<file path="src/rtl/dkong_audio_post.sv">
// Donkey Kong audio post-processing: mixer output to 48 kHz PCM.
// Boxcar decimation, DC-blocking high-pass, saturation, volume/mute.
module dkong_audio_post #(
    parameter int CLOCK_RATE  = 24576000,
    parameter int SAMPLE_RATE = 48000,
    parameter int OVERSAMPLE  = 4,
    parameter int DCB_SHIFT   = 10,
    parameter int DCB_BYPASS  = 0
) (
    input  logic        W_CLK_24576M,
    input  logic        W_RESETn,
    input  logic [15:0] I_SOUND_DAT,
    input  logic [1:0]  I_VOL,
    input  logic        I_MUTE,
    output logic [15:0] O_SAMPLE,
    output logic        O_SAMPLE_STB,
    output logic        O_CLIP
);

    localparam int PERIOD = CLOCK_RATE / SAMPLE_RATE;
    localparam int STEP   = PERIOD / OVERSAMPLE;
    localparam int OSL    = $clog2(OVERSAMPLE);
    localparam int CW     = $clog2(PERIOD);
    localparam int SW     = (STEP > 1) ? $clog2(STEP) : 1;
    localparam int AW     = 16 + OSL;

    localparam logic [CW-1:0] CNT_LAST  = CW'(PERIOD - 1);
    localparam logic [CW-1:0] CNT_SNAP1 = CW'(STEP - 1);
    localparam logic [SW-1:0] SUB_LAST  = SW'(STEP - 1);

    localparam logic signed [25:0] Y_MAX = 26'sd8388607;
    localparam logic signed [25:0] Y_MIN = -26'sd8388608;

    logic [CW-1:0]        cnt;
    logic [SW-1:0]        sub;
    logic signed [15:0]   x_in;
    logic                 snap;
    logic                 snap_first;
    logic signed [AW-1:0] acc;
    logic signed [15:0]   x;
    logic signed [15:0]   x_prev;
    logic signed [23:0]   y;
    logic signed [16:0]   dx;
    logic signed [25:0]   y_sum;
    logic signed [23:0]   y_sat;
    logic                 y_clamp;
    logic                 sat_r;
    logic signed [15:0]   y_hi;
    logic signed [15:0]   out_r;

    assign x_in       = {~I_SOUND_DAT[15], I_SOUND_DAT[14:0]};
    assign snap       = (sub == SUB_LAST);
    assign snap_first = (cnt == CNT_SNAP1);
    assign y_hi       = y[23:8];

    // Free-running period counter plus a sub-counter marking snapshot points
    always_ff @(posedge W_CLK_24576M or negedge W_RESETn) begin
        if (!W_RESETn) begin
            cnt <= '0;
            sub <= '0;
        end else begin
            cnt <= (cnt == CNT_LAST) ? '0 : cnt + CW'(1);
            sub <= (sub == SUB_LAST) ? '0 : sub + SW'(1);
        end
    end

    // Boxcar accumulator; first snapshot of a period loads instead of adding
    always_ff @(posedge W_CLK_24576M or negedge W_RESETn) begin
        if (!W_RESETn) begin
            acc <= '0;
        end else if (snap) begin
            acc <= snap_first ? AW'(x_in) : acc + AW'(x_in);
        end
    end

    // DC-blocker next value with 26-bit headroom and saturation to Q16.8
    always_comb begin
        dx      = 17'(x) - 17'(x_prev);
        y_sum   = 26'(y) + (26'(dx) <<< 8) - 26'(y >>> DCB_SHIFT);
        y_sat   = y_sum[23:0];
        y_clamp = 1'b0;
        if (y_sum > Y_MAX) begin
            y_sat   = 24'sh7FFFFF;
            y_clamp = 1'b1;
        end else if (y_sum < Y_MIN) begin
            y_sat   = 24'sh800000;
            y_clamp = 1'b1;
        end
    end

    // Post-period pipeline: mean, filter, scale, present
    always_ff @(posedge W_CLK_24576M or negedge W_RESETn) begin
        if (!W_RESETn) begin
            x            <= '0;
            x_prev       <= '0;
            y            <= '0;
            sat_r        <= 1'b0;
            out_r        <= '0;
            O_SAMPLE     <= '0;
            O_CLIP       <= 1'b0;
            O_SAMPLE_STB <= 1'b0;
        end else begin
            O_SAMPLE_STB <= 1'b0;
            if (cnt == CW'(0)) begin
                x <= 16'(acc >>> OSL);
            end
            if (cnt == CW'(1)) begin
                x_prev <= x;
                if (DCB_BYPASS != 0) begin
                    y     <= {x, 8'h00};
                    sat_r <= 1'b0;
                end else begin
                    y     <= y_sat;
                    sat_r <= y_clamp;
                end
            end
            if (cnt == CW'(2)) begin
                out_r <= I_MUTE ? 16'sd0 : (y_hi >>> I_VOL);
            end
            if (cnt == CW'(3)) begin
                O_SAMPLE     <= out_r;
                O_CLIP       <= sat_r;
                O_SAMPLE_STB <= 1'b1;
            end
        end
    end

endmodule

</file>
<file path="config.mk">
export PLATFORM = sky130hd
export DESIGN_NAME = dkong_audio_post
export DESIGN_NICKNAME = d
export VERILOG_FILES = /design/src/rtl/dkong_audio_post.sv
export SDC_FILE = /design/constraint.sdc
export NUM_CORES = 1
export LEC_CHECK = 0
export ABC_AREA = 1
export CORE_MARGIN = 1
export CORE_UTILIZATION = 43
export CTS_BUF_LIST = sky130_fd_sc_hd__clkbuf_16
export CTS_CLUSTER_SIZE = 12
export DETAILED_ROUTE_END_ITERATION = 10
export GPL_ROUTABILITY_DRIVEN = 0
export GPL_TIMING_DRIVEN = 0
export MAX_ROUTING_LAYER = met4
export SLEW_MARGIN = 20
export SYNTH_ARGS = -nofsm -noshare
export SYNTH_HDL_FRONTEND = slang
export SYNTH_SLANG_ARGS = --single-unit
</file>
<file path="constraint.sdc">
create_clock -name W_CLK_24576M -period 9.8 [get_ports W_CLK_24576M]
set_input_delay 1.96 -clock W_CLK_24576M [delete_from_list [all_inputs] [get_ports W_CLK_24576M]]
set_output_delay 1.96 -clock W_CLK_24576M [all_outputs]
set_load 0.01 [all_outputs]
</file>
## Yosys cells after proc, flatten, opt, wreduce, memory -nomap -nowiden

Index checks and enable logic that the tools add are counted.

- Register bits after elaboration: 125
- Bits of input ports: 21
- Output and inout bits: 18
- Logic and storage cells: 37

- Add/subtract/negate cells: 6
- $lt $le $gt $ge: 2
- Equal/unequal tests: 6
- Shift-type cells: 1
- Mux-type cells: 9
- Bitwise logic cells: 1
- Reduce and logical (&&, ||, !) cells: 1

Operator list:

| cell | count |
|---|---|
| $mux 24 | 2 |
| $add 24x25->26 | 1 |
| $gt 26x24->1 const B | 1 |
| $lt 26x24->1 const B | 1 |
| $sub 26x14->26 | 1 |
| $add 18x16->18 | 1 |
| $eq 9x2->1 const B | 2 |
| $mux 18 | 1 |
| $sub 16x16->17 | 1 |
| $mux 16 | 1 |
| $sshr 16x2->16 | 1 |
| $add 9x1->9 const B | 1 |
| $eq 9x1->1 const B | 1 |
| $eq 9x7->1 const B | 1 |
| $eq 9x9->1 const B | 1 |
| $logic_not 9->1 | 1 |
| $mux 9 | 1 |
| $add 7x1->7 const B | 1 |
| $eq 7x7->1 const B | 1 |
| $mux 7 | 1 |
| $mux 1 | 3 |
| $not 1->1 | 1 |

## Longest topological paths before layout

- Depth after elaboration: 6
- Mapped depth: 26
- Gate-level depth less buffers: 26

## Least setup slack after synthesis

No wires, ideal clock.

- Path kind: register to register
- From: reg x[0]
- To: reg sat_r
- Setup time: 0.121 ns
- Data arrival time: 3.881 ns
- Required time: 9.679 ns
- Path slack: 5.798 ns
- Cell stages (with the launch flop): 25
- Path buffers: 1
- Cells stage by stage: dfrtp_1 > inv_1 > ha_1 > fa_1 > nor2_1 > a21oi_1 > o21ai_0 > a21boi_0 > o21ai_0 > xnor2_1 > fa_1 > inv_1 > ha_1 > nand2_1 > nor2_1 > nand2_1 > nor2_2 > nand2_2 > nand3_2 > nand2_1 > nand2_1 > nand2_2 > a21oi_4 > buf_6 > a21oi_2

- Longest elaborated chain between the ends: 6
- Elaborated cells between the ends (all ways): 7
- Classes of those cells: add/sub: 3; order compare: 2; mux: 2

RTL lines:

| element | line | source |
|---|---|---|
| start: declaration | 40 | `logic signed [15:0] x;` |
| start signal: assignment | 105 | `x <= 16'(acc >>> OSL);` |
| $sub 16x16->17 (*) | 78 | `dx = 17'(x) - 17'(x_prev);` |
| $add 24x25->26 (*) | 79 | `y_sum = 26'(y) + (26'(dx) <<< 8) - 26'(y >>> DCB_SHIFT);` |
| $sub 26x14->26 (*) | 79 |  |
| $lt 26x24->1 | 85 | `end else if (y_sum < Y_MIN) begin` |
| $mux 1 | 85 |  |
| $mux 1 (*) | 82 | `if (y_sum > Y_MAX) begin` |
| end signal: assignment | 114 | `sat_r <= y_clamp;` |
| end: declaration | 47 | `logic sat_r;` |

Mark *: on every way between the ends. The rest lies on a longest branch, timed or not.
A chain may end at the register's enable or synchronous reset.

## Worst setup path after layout

- From: reg x[0]
- To: reg y[6]

- Longest elaborated chain between the ends: 6
- Elaborated cells between the ends (all ways): 7
- Classes of those cells: add/sub: 3; order compare: 2; mux: 2

RTL lines:

| element | line | source |
|---|---|---|
| $sub 16x16->17 (*) | 78 |  |
| $add 24x25->26 (*) | 79 |  |
| $sub 26x14->26 (*) | 79 |  |
| $lt 26x24->1 | 85 |  |
| $mux 24 | 85 |  |
| $mux 24 (*) | 82 |  |
| end signal: assignment | 110 | `y <= {x, 8'h00};` |
| end signal: assignment | 113 | `y <= y_sat;` |
| end: declaration | 42 | `logic signed [23:0] y;` |

Marked as above.

==> results.ini <==
[timing]
slew_headroom_pct=44.58
max_freq_mhz=211.0
worst_pin_slew_ns=0.8312
finClkSkew_ns=0.01209
rsz0062_at_grt=no
fin_crit_sh_pct=48.37
hold_violations=0
fin_tns_setup_ns=0
report.final.slew_viol_count=0
period_minus_slack_ns=4.740
setup_violations=0

[grt]
antenna_found_initial=0
grt_pass1_vias=7632
grt_pass1_wl_um=38720
busiest_layer=met2
grt_overflow=0
grt_start_max_net_pins=89
grtUsageMet3_pct=3.302
gr-usage-met1_pct=31.28
track_usage_pct=23.20
grt_use_met2_pct=36.93

[place]
dpl_cell_area_um2=9876
hpwl_um=18180
io_buffers=36

[power_and_ir_drop]
ir_drop_uv=107.3
power.leakage_nw=5.457
total_power_w=0.001246
power_density_nw_per_um2=119.0

[detailed_routing]
vias=8003
routed_wl_um=23220
wl_per_cell_um=14.89
drt_iter0_drc=404
route.detailed.drc=0
via_per_inst=5.130
drtAntennaViolNets=0
dr.pass1.iters=5

[run_status]
status=finished clean

[setup_path]
crit_path_max_fanout=10
crit_type=flip-flop to flip-flop
endpoint_kind=flip-flop
cp_cell_sequence=inv_1 -> ha_1 -> fa_1 -> nor2_1 -> a21oi_1 -> o21ai_0 -> a21boi_0 -> o21ai_0 -> xnor2_1 -> fa_1 -> inv_1 -> ha_1 -> nand2_1 -> nor2_1 -> nand2_1 -> nor2_2 -> nand2_2 -> nand3_2 -> nand2_1 -> nand2_1 -> nand2_2 -> a21oi_4 -> buf_6 -> a21oi_2
arrival_ns=5.05
crit_top_cell=nand2_1
required_ns=10.11
cp_top_family=adder cells
worst-path-buf-inv=3
start_kind=flip-flop
crit_slowest_cell=fa_1
cpPeakStageDelay_ns=0.48

[cts]
clk_pin_slew_ns=0.06
cts_resized=0
cts_tree=yes
htree_levels=4
clk_latency_ns=0.43
cts.path.max_buffers=2
cts_buffers=17
hold_buffers=0
cts.sinks=125
cts-root-buf=clkbuf_16
cts_setup_buffers=0

[floorplan]
initial_utilization_pct=44.48
die_area_um2=21860
std_cell_rows=52
die-width_um=147.8
die_h_um=147.8
io-pin-count=39
coreArea_um2=20560

[layout]
syn2layout_area_growth_pct=14.54
final_area_um2=10480
fin_nets=1387
antenna_cells=0
drive_above_1_share_pct=6.899
nFillCells=2071

[synth]
ys_seq_elements=125
syn_nets=1331
synth.cell_area_um2=9145
synth_cells=1221
avgSynthCellArea_um2=7.490
synth.distinct_cells=39
yosysWarnings=0
ys_seq_area_share_pct=34.20

[worst_hold_path]
hp-class=flip-flop to flip-flop

[flow_run]
cap_violations=0

==> metrics by stage <==
stage               hold slack (ns)  utilization, %  worst slack, ns  instances
detailed placement           0.4682           48.03            5.094       1528
global route                 0.4900           50.95            4.620       1560
finish                       0.4698           50.95            5.060       1560
CTS                          0.4744           50.95            5.067       1560
global placement             0.4555           47.88            1.658       1527
floorplan                    0.4329               -            5.798       1221
==> synthesized netlist by cell type, drive strengths merged <==
master    n  area share (%)
a21o      3            0.25
nor3     14            0.77
o21ai   122             6.7
nand3    46             2.7
a21oi    97             6.3
inv     175             7.2
or2       1           0.068
mux2      9             1.1
a21boi    2            0.16
buf       6            0.59
nor3b     1           0.082
clkbuf   25             1.0
o211ai    3            0.25
fa       18             3.9
nand2   280              12
nand4    15             1.0
a211oi    3            0.25
o31ai     1           0.082
xnor2    18             1.7
xor2     25             2.4
o22ai     3            0.21
nand3b    3            0.25
a31oi     6            0.41
o21a      3            0.25
o21bai   10            0.82
dfrtp   125              34
ha       71             9.7
and3      1           0.068
nor4      3            0.21
nor2    129             5.4
and2      3            0.21
==> cell usage in the layout, fill, tap and decap left out, types with 3 or more instances in the layout <==
| cell type | synthesis | routed |
|---|---|---|
| a211oi_1 | 3 | 3 |
| dfrtp_1 | 125 | 125 |
| nor3_1 | 14 | 14 |
| xor2_1 | 25 | 25 |
| nor2_1 | 125 | 125 |
| inv_1 | 173 | 173 |
| o211ai_1 | 3 | 3 |
| nand3_1 | 43 | 43 |
| nor2_2 | 4 | 4 |
| o21ai_0 | 122 | 122 |
| buf_6 | 4 | 4 |
| o22ai_1 | 3 | 3 |
| mux2_2 | 9 | 9 |
| a21o_1 | 3 | 3 |
| clkbuf_1 | 25 | 25 |
| inv_6 | 0 | 5 |
| xnor2_1 | 18 | 18 |
| and2_1 | 3 | 3 |
| nor4_1 | 3 | 3 |
| o21bai_1 | 10 | 10 |
| clkdlybuf4s50_1 | 0 | 35 |
| fa_1 | 18 | 18 |
| clkbuf_16 | 0 | 17 |
| clkinvlp_4 | 0 | 3 |
| a21oi_2 | 20 | 20 |
| nand2_2 | 10 | 10 |
| nand3b_1 | 3 | 3 |
| a21oi_1 | 76 | 76 |
| inv_8 | 0 | 4 |
| o21a_1 | 3 | 3 |
| nand2_1 | 270 | 270 |
| nand4_1 | 15 | 15 |
| ha_1 | 71 | 71 |
| a31oi_1 | 6 | 6 |
| nand3_2 | 3 | 3 |
==> metal layers <==
metal | part of all wire [%] | vias up
met1 | 48 | 3766
met4 | 1.0 | 0
met5 | 0 | -
met2 | 47 | 149
met3 | 4.0 | 15
li1 | - | 4073
==> path summary, 6_finish.rpt <==
check | from | endpoint | slack (ns) | cells past startpoint
setup / recovery | x[0]$_DFFE_PN0N_ | y[6]$_DFFE_PN0N_ | 5.06 | 24
hold / removal | sub[0]$_DFF_PN0_ | sub[0]$_DFF_PN0_ | 0.47 | 1
setup reg to reg | x[0]$_DFFE_PN0N_ | y[6]$_DFFE_PN0N_ | 5.06 | 24
hold reg to reg | sub[0]$_DFF_PN0_ | sub[0]$_DFF_PN0_ | 0.47 | 1
max in group asynchronous | W_RESETn | sub[0]$_DFF_PN0_ | 7.67 | 2
min in group asynchronous | W_RESETn | O_SAMPLE[2]$_DFFE_PN0P_ | 1.40 | 1
==> cell type report <==
| cell class | count | area (um^2) | area share (%) |
|---|---|---|---|
| timing repair buffer | 37 | 392.9 | 3.751 |
| inverter | 175 | 656.9 | 6.271 |
| buffer | 31 | 147.6 | 1.409 |
| multi-input combinational | 890 | 5213 | 49.76 |
| tap | 270 | 337.8 | 3.225 |
| clock inverter | 15 | 173.9 | 1.660 |
| clock buffer | 17 | 425.4 | 4.061 |
| sequential | 125 | 3128 | 29.86 |
==> logic make-up (layout without fill, tap and decap cells) <==
group	after synthesis	count (layout)	synth area share, %
buf+inv	206	275	8.797
compound gates	253	253	15.60
fa+ha+maj	89	89	13.65
mux	9	9	1.108
simple gates	496	496	22.52
flops	125	125	34.20
xor+xnor	43	43	4.118
==> power breakdown <==
| part | leakage, nW | internal (W) | switching, W |
|---|---|---|---|
| Clock | 0.285 | 0.000364 | 0.000276 |
| Combinational | 3.83 | 0.0000332 | 0.0000459 |
| Sequential | 1.34 | 0.000524 | 0.00000329 |
| Total | 5.46 | 0.000921 | 0.000325 |
==> worst reg2reg max path, stage by stage (launching register included) <==
cell and delay (ns):
dfrtp_1 0.32, inv_1 0.06, ha_1 0.23, fa_1 0.43
nor2_1 0.12, a21oi_1 0.11, o21ai_0 0.45, a21boi_0 0.24
o21ai_0 0.26, xnor2_1 0.12, fa_1 0.48, inv_1 0.04
ha_1 0.36, nand2_1 0.13, nor2_1 0.15, nand2_1 0.10
nor2_2 0.12, nand2_2 0.08, nand3_2 0.09, nand2_1 0.05
nand2_1 0.07, nand2_2 0.10, a21oi_4 0.22, buf_6 0.22
a21oi_2 0.07
==> sequential cells by signal, indices dropped and copies added (netlist names) <==
signal / flops
out_r: 16
O_SAMPLE: 16
acc: 18
sub: 7
sat_r: 1
y: 24
x: 16
O_SAMPLE_STB: 1
O_CLIP: 1
x_prev: 16
cnt: 9
Note: power is estimated with default switching activity, not from simulation.
